==> src/rtl/pkts_pkg.sv <==
// Shared definitions for the pkts_* stream blocks.
package pkts_pkg;

    // FIFO output policy: expose beats as soon as stored, or only whole packets.
    typedef enum logic {
        PKTS_CUT_THROUGH,
        PKTS_STORE_FWD
    } pkts_fifo_mode_t;

endpackage

==> src/rtl/pkts_fifo_mem.sv <==
// Beat storage for pkts_fifo: one synchronous write port, one asynchronous read port.
// Contents are deliberately not reset; occupancy is tracked by the owner.
module pkts_fifo_mem #(
    parameter int WIDTH = 33,
    parameter int DEPTH = 16
) (
    input  logic                     clk,
    input  logic                     we,
    input  logic [$clog2(DEPTH)-1:0] waddr,
    input  logic [WIDTH-1:0]         wdata,
    input  logic [$clog2(DEPTH)-1:0] raddr,
    output logic [WIDTH-1:0]         rdata
);

    logic [WIDTH-1:0] mem [DEPTH];

    // Store the incoming beat at the write pointer.
    always_ff @(posedge clk) begin
        if (we) begin
            mem[waddr] <= wdata;
        end
    end

    assign rdata = mem[raddr];

endmodule

==> src/rtl/pkts_fifo.sv <==
// Packet FIFO between two pkts_if endpoints. Supports cut-through and
// store-and-forward release, and reports fill level and complete-packet count.
// All outputs derive from registers and rst only (no in->out combinational path).
module pkts_fifo
    import pkts_pkg::*;
#(
    parameter int              WIDTH = 32,
    parameter int              DEPTH = 16,
    parameter pkts_fifo_mode_t MODE  = PKTS_CUT_THROUGH
) (
    input  logic                       clk,
    input  logic                       rst,
    input  logic [WIDTH-1:0]           in_tdata,
    input  logic                       in_tlast,
    input  logic                       in_tvalid,
    output logic                       in_tready,
    output logic [WIDTH-1:0]           out_tdata,
    output logic                       out_tlast,
    output logic                       out_tvalid,
    input  logic                       out_tready,
    output logic [$clog2(DEPTH+1)-1:0] level,
    output logic [$clog2(DEPTH+1)-1:0] pkt_count
);

    localparam int AW = $clog2(DEPTH);
    localparam int LW = $clog2(DEPTH+1);

    logic [AW-1:0] wr_ptr;
    logic [AW-1:0] rd_ptr;
    logic          draining;
    logic          full;
    logic          push;
    logic          pop;
    logic          pkt_inc;
    logic          pkt_dec;
    logic [WIDTH:0] head;

    // Readiness ignores out_tready on purpose: a full FIFO refuses even if popping.
    assign full      = (level == LW'(DEPTH));
    assign in_tready = !rst && !full;
    assign push      = in_tvalid && in_tready;
    assign pop       = out_tvalid && out_tready;
    assign pkt_inc   = push && in_tlast;
    assign pkt_dec   = pop && out_tlast;

    pkts_fifo_mem #(
        .WIDTH (WIDTH + 1),
        .DEPTH (DEPTH)
    ) u_mem (
        .clk   (clk),
        .we    (push),
        .waddr (wr_ptr),
        .wdata ({in_tlast, in_tdata}),
        .raddr (rd_ptr),
        .rdata (head)
    );

    assign {out_tlast, out_tdata} = head;

    // Release policy: store-and-forward waits for a whole packet unless a
    // packet larger than the FIFO would otherwise deadlock (full or draining).
    always_comb begin
        out_tvalid = 1'b0;
        if (!rst && level != '0) begin
            if (MODE == PKTS_STORE_FWD) begin
                out_tvalid = (pkt_count != '0) || full || draining;
            end else begin
                out_tvalid = 1'b1;
            end
        end
    end

    // Pointers, occupancy counters and the oversize-packet drain flag.
    always_ff @(posedge clk) begin
        if (rst) begin
            wr_ptr    <= '0;
            rd_ptr    <= '0;
            level     <= '0;
            pkt_count <= '0;
            draining  <= 1'b0;
        end else begin
            if (push) begin
                wr_ptr <= wr_ptr + AW'(1);
            end
            if (pop) begin
                rd_ptr <= rd_ptr + AW'(1);
            end
            case ({push, pop})
                2'b10:   level <= level + LW'(1);
                2'b01:   level <= level - LW'(1);
                default: ;
            endcase
            case ({pkt_inc, pkt_dec})
                2'b10:   pkt_count <= pkt_count + LW'(1);
                2'b01:   pkt_count <= pkt_count - LW'(1);
                default: ;
            endcase
            // Full with no complete packet: let the head packet stream out
            // until its tlast leaves.
            if (pkt_dec) begin
                draining <= 1'b0;
            end else if (full && pkt_count == '0) begin
                draining <= 1'b1;
            end
        end
    end

endmodule
==> config.mk <==
export PLATFORM = sky130hd
export DESIGN_NAME = pkts_fifo
export DESIGN_NICKNAME = d
export VERILOG_FILES = /design/src/rtl/pkts_pkg.sv /design/src/rtl/pkts_fifo_mem.sv /design/src/rtl/pkts_fifo.sv
export SDC_FILE = /design/constraint.sdc
export NUM_CORES = 1
export LEC_CHECK = 0
export ABC_AREA = 1
export CORE_AREA = 2 2 193 195
export CTS_BUF_LIST = sky130_fd_sc_hd__clkbuf_4 sky130_fd_sc_hd__clkbuf_8 sky130_fd_sc_hd__clkbuf_16
export CTS_CLUSTER_DIAMETER = 30
export DETAILED_ROUTE_END_ITERATION = 6
export DIE_AREA = 0 0 195 197
export GPL_ROUTABILITY_DRIVEN = 1
export PLACE_DENSITY = 0.8
export SYNTH_ARGS = -nofsm -noshare
export SYNTH_HDL_FRONTEND = slang
export SYNTH_SLANG_ARGS = --single-unit
==> constraint.sdc <==
create_clock -name clk -period 7.95 [get_ports clk]
set_input_delay 0.795 -clock clk [delete_from_list [all_inputs] [get_ports clk]]
set_output_delay 0.795 -clock clk [all_outputs]
set_load 0.1 [all_outputs]
== After elaboration in Yosys (flattened, before gate mapping) ==
Memory sizes are Yosys's and may differ from the RTL's. A register that Yosys moved wholly into a read port is not among the register bits.
Index checks and enable logic that the tools add are counted.
Operators by class
  add/sub/neg operators: 6
  equal/unequal tests: 5
  mux-type cells: 7
  reduce and logical (&&, ||, !) cells: 11
Operators by type and width (count)
  one-hot mux 5 bit (2 select lines): 2
  adder 5 x 1 -> 5 bit, second input constant: 2
  subtractor 5 x 1 -> 5 bit, second input constant: 2
  adder 4 x 1 -> 4 bit, second input constant: 2
  2-to-1 mux 4 bit: 2
  logical AND 1 bit: 6
  == test 5 bit, second input constant: 1
  nonzero test 5 bit: 1
  == test 2 x 1 -> 1 bit, second input constant: 2
  == test 2 bit, second input constant: 2
  nonzero test 2 bit: 2
  2-to-1 mux 1 bit: 3
  zero test 1 bit: 2
Storage, ports and cells
  bits in registers: 18
  bits in writable memories: 528
  word-level logic and storage cells: 34
  memories kept: 1
Memory list
  u_mem.mem: depth 16, bits a word 33, read ports 1, clocked after memory_dff 1, wr ports 1, RTL line pkts_fifo_mem.sv:15  | logic [WIDTH-1:0] mem [DEPTH];

== Longest topological paths before layout ==
  depth in word-level cells: 7
  gate-level depth with buffers: 19
  mapped depth without buffers: 16

== Hierarchy ==
From an unflattened synthesis, not the netlist that was laid out.
Unflattened totals
  cell total of the unflattened synthesis: 2325
  area total of the unflattened synthesis: 23779.1 um^2
By module, submodules not included
  pkts_fifo_mem: times used 1, cells an instance 2152, area each 22580.4 um^2
  pkts_fifo: times used 1, cells an instance 173, area each 1198.6 um^2

== Worst setup path after synthesis ==
Ideal clock, no wire load.
  path kind: register to register
  start: reg level[1]
  end: mem u_mem.mem[0][0], enable pin
  arrival: 3293 ps
  required time: 7527 ps
  path slack: 4234 ps
  stages on the path, launching flop included: 7
  period minus slack after synthesis: 3716 ps
  cell sequence: dfxtp_1 > inv_1 > nand4_1 > nand3_1 > inv_1 > nand2_1 > nor2_1
Between the ends
  word-level cells in the longest chain between the ends: 6
Ends and longest elaborated chain
  start, declared: RTL line pkts_fifo.sv:21  | output logic [$clog2(DEPTH+1)-1:0] level,
  start signal, assigned: RTL line pkts_fifo.sv:89  | 2'b10: level <= level + LW'(1);
  start signal, assigned: RTL line pkts_fifo.sv:90  | 2'b01: level <= level - LW'(1);
  == test 5 bit: RTL line pkts_fifo.sv:39  | assign full = (level == LW'(DEPTH));
  zero test 1 bit: RTL line pkts_fifo.sv:40  | assign in_tready = !rst && !full;
  logical AND 1 bit: RTL line pkts_fifo.sv:40
  logical AND 1 bit: RTL line pkts_fifo.sv:41  | assign push = in_tvalid && in_tready;
  2-to-1 mux 1 bit: RTL line pkts_fifo_mem.sv:19  | if (we) begin
  2-to-1 mux 1 bit (implied by the code): RTL line pkts_fifo_mem.sv:20  | mem[waddr] <= wdata;
  end, declared: RTL line pkts_fifo_mem.sv:15
No other way between the ends.

==> flow_summary.ini <==
[synth]
syn_area_per_cell_um2 = 11.9
yosys_register_bits = 550
ys_top_cells_by_area = edfxtp_1 (71%), nor2_1 (8.6%), nand3_1 (4.9%)
ys_async_sr_fraction = 0
synth_nets = 1916
ys_seq_area_frac = 0.734
yosysTopAreaCellShare = 0.714
synth-edff-count = 528
yosysWarnings = 0
yosysMostFrequentCell = edfxtp_1
syn_inst = 1864
synthTopCellsByCount = edfxtp_1 (528), nor2_1 (507), nand3_1 (217)
syn_area_mm2 = 0.0222
synthDistinctLibCells = 23
synth_top_area_cell = edfxtp_1
synth-main-ff-cell = edfxtp_1

[place]
gp_congestion = 0.763
port_buffers = 81
dp_hpwl_um = 24600
post-place-ws_ps = 2950

[clocking]
cts_buffers = 89
cts_buffer_depth = 3
path_clk_slew_ps = 50
cts_resized = 0
cts_setup_buffers = 0
clkLatencyLatePin_ps = 610
hold_buffers = 0
cts.sink_count = 550
htree_levels = 3
cts_root_buf = clkbuf_16
cts_tree = built

[detailed_routing]
ant_nets = 0
first_pass_iters = 6
drt_iter0_drc = 2102
drcViolationCount = 0
post_drt_wl_per_cell_um = 22.6
via_per_inst = 6.19
drt-total-wl_um = 56400
vias = 15400

[final_layout]
area_growth_pct = 19.7
fin_nets = 2002
fillCellCount = 2139
drive_above_1_share = 0.102
final_core_utilization = 0.733

[min_path]
hold-path-cell-count = 1
hp-class = reg -> reg

[power_and_ir_drop]
power_mw = 8.26
leakagePower_nw = 9.25
power_density_mw_per_mm2 = 311
peakVddDrop_v = 0.000186

[sta]
hold_viol = 0
rsz0062_at_grt = no
period_needed_ps = 5510
worstMarginPinSlew_ps = 1550
slew_violations = 66
max_slew_margin = -0.0328
fin_crit_sh = 0.693
setup_violations = 0
skew_ps = 27.2
setup_slack_ps = 2440
fmax_mhz = 182
finalSetupTns_ps = 0

[setup_path]
worstPathArrival_ps = 4710
worst-path-buf-inv = 4
worst_setup_path_end_kind = output pin
cp.depth = 10
crit_chain = buf_12, inv_6, buf_4, nor2_1, nor2_1, o21ai_0, nand3_1, nand3_1, nand2_1, clkdlybuf4s50_1
cp_slowest_stage_delay_ps = 1160
crit_type = reg -> out
cp_data_required_time_ps = 7150
r2r_end = pkt_count[4]$_SDFFE_PP0P_
reg2reg_slack_ps = 4260
cp_max_fo = 283
cp-endpoint = out_tdata[4]
slowest_stage = clkdlybuf4s50_1
startpoint_type = flop
crit_family = buffers and inverters
rr_worst_depth = 16

[floorplan]
core_area_mm2 = 0.0363
initial_core_util = 0.613
die-height_um = 197
dieArea_mm2 = 0.0384
io_pins = 82
rows = 70
die_w_um = 195

[global_route]
first_global_vias = 15600
grt_pass1_wl_um = 86100
grt.total_usage = 0.297
antenna_found_initial = 2
grt_overflow = 0
grt_max_degree = 284

[status]
outcome = complete, but fails checks
violations = slew limit

[flow_run]
cap_viol_max_count = 0
## through the flow
stage	hold slack (ps)	cells	instance area, um^2
4_1_cts	520	2491	26600
3_3_place_gp	487	2327	23400
3_5_place_dp	508	2327	23400
6_report	523	2492	26600
5_1_grt	547	2492	26600
2_1_floorplan	473	1864	22200
## area by class of cell
cell class	instances	area [um^2]	share of cell area
Antenna cell	1	2.50	0.0000941
Sequential cell	550	16300	0.613
Inverter	52	203	0.00762
Clock buffer	100	2360	0.0888
Timing Repair Buffer	106	1010	0.0380
Multi-Input combinational cell	1151	5300	0.199
Tap cell	468	586	0.0220
Clock inverter	64	828	0.0311
## worst register-to-register path, stage by stage, from the launching register on
cell and delay, ps:
dfxtp_4 340, buf_12 620, inv_6 590, nand2_1 230, nand3_1 100, nand3_1 160, nand3_1 120, nand2_1 130
nor2_1 70, ha_1 290, ha_1 320, or2_2 310, nand2_1 70, nand2_1 40, nand2_1 50, nand2_1 50
a21oi_1 110
## registers in the layout, indices dropped and copies added, names as in the netlist, named ones only
signal	count
level	5
wr_ptr	4
rd_ptr	4
pkt_count	5
u_mem.mem	528
## where the power goes
part | internal (mW) | switching [mW]
combinational | 0.234 | 0.729
sequential | 3.21 | 0.0266
clock | 2.66 | 1.41
total | 6.10 | 2.16
## worst min path at each step
stage	slack, ps	to	from
6_report	520	pkt_count[0]$_SDFFE_PP0P_	pkt_count[0]$_SDFFE_PP0P_
5_1_grt	550	pkt_count[4]$_SDFFE_PP0P_	pkt_count[4]$_SDFFE_PP0P_
4_1_cts	520	pkt_count[4]$_SDFFE_PP0P_	pkt_count[4]$_SDFFE_PP0P_
3_5_place_dp	510	flop	rd_ptr[3]$_SDFFE_PP0P_
3_3_place_gp	490	pkt_count[4]$_SDFFE_PP0P_	pkt_count[4]$_SDFFE_PP0P_
2_1_floorplan	470	flop	rd_ptr[3]$_SDFFE_PP0P_
## cells in the final DEF (no fill, tap or decap), types with 2 or more instances in the layout
| cell | instances |
|---|---|
| dfxtp_2 | 2 |
| buf_4 | 24 |
| o21ai_0 | 198 |
| ha_1 | 13 |
| dfxtp_4 | 2 |
| clkinv_4 | 6 |
| o211ai_1 | 18 |
| dfxtp_1 | 18 |
| nor2_4 | 16 |
| clkbuf_16 | 92 |
| inv_1 | 48 |
| fa_1 | 2 |
| clkinvlp_4 | 4 |
| nand2_1 | 120 |
| nand4_1 | 8 |
| inv_8 | 3 |
| bufinv_16 | 15 |
| inv_6 | 14 |
| o21ai_1 | 48 |
| nor2_1 | 491 |
| xor2_1 | 3 |
| clkinv_1 | 8 |
| inv_16 | 2 |
| edfxtp_1 | 528 |
| or2_2 | 2 |
| a21oi_1 | 14 |
| clkbuf_4 | 8 |
| nand3_1 | 217 |
| clkinv_2 | 13 |
| clkdlybuf4s50_1 | 81 |
## kinds of logic (layout without fill, tap and decap cells)
logic type | after synthesis | after routing | share of synthesized area
AND/OR/NAND/NOR | 854 | 854 | 0.158
flip-flops | 550 | 550 | 0.734
AO/OA/AOI/OAI | 278 | 278 | 0.0647
buffers and inverters | 163 | 322 | 0.0333
adder cells (fa/ha/maj) | 15 | 15 | 0.00913
XOR/XNOR | 4 | 4 | 0.00158
other | 0 | 1 | 0
## metal layers
metal  vias to the layer above  routed length, um  GRT usage  share of wire
met4                         2               2510      0.170          0.045
met2                      1040              27800      0.489           0.49
met3                       211               5700     0.0541           0.10
li1                       6776                  -          -              -
met5                         -                 11          0        0.00020
met1                      7398              20400      0.376           0.36
Power figures use the tool's default switching activity.
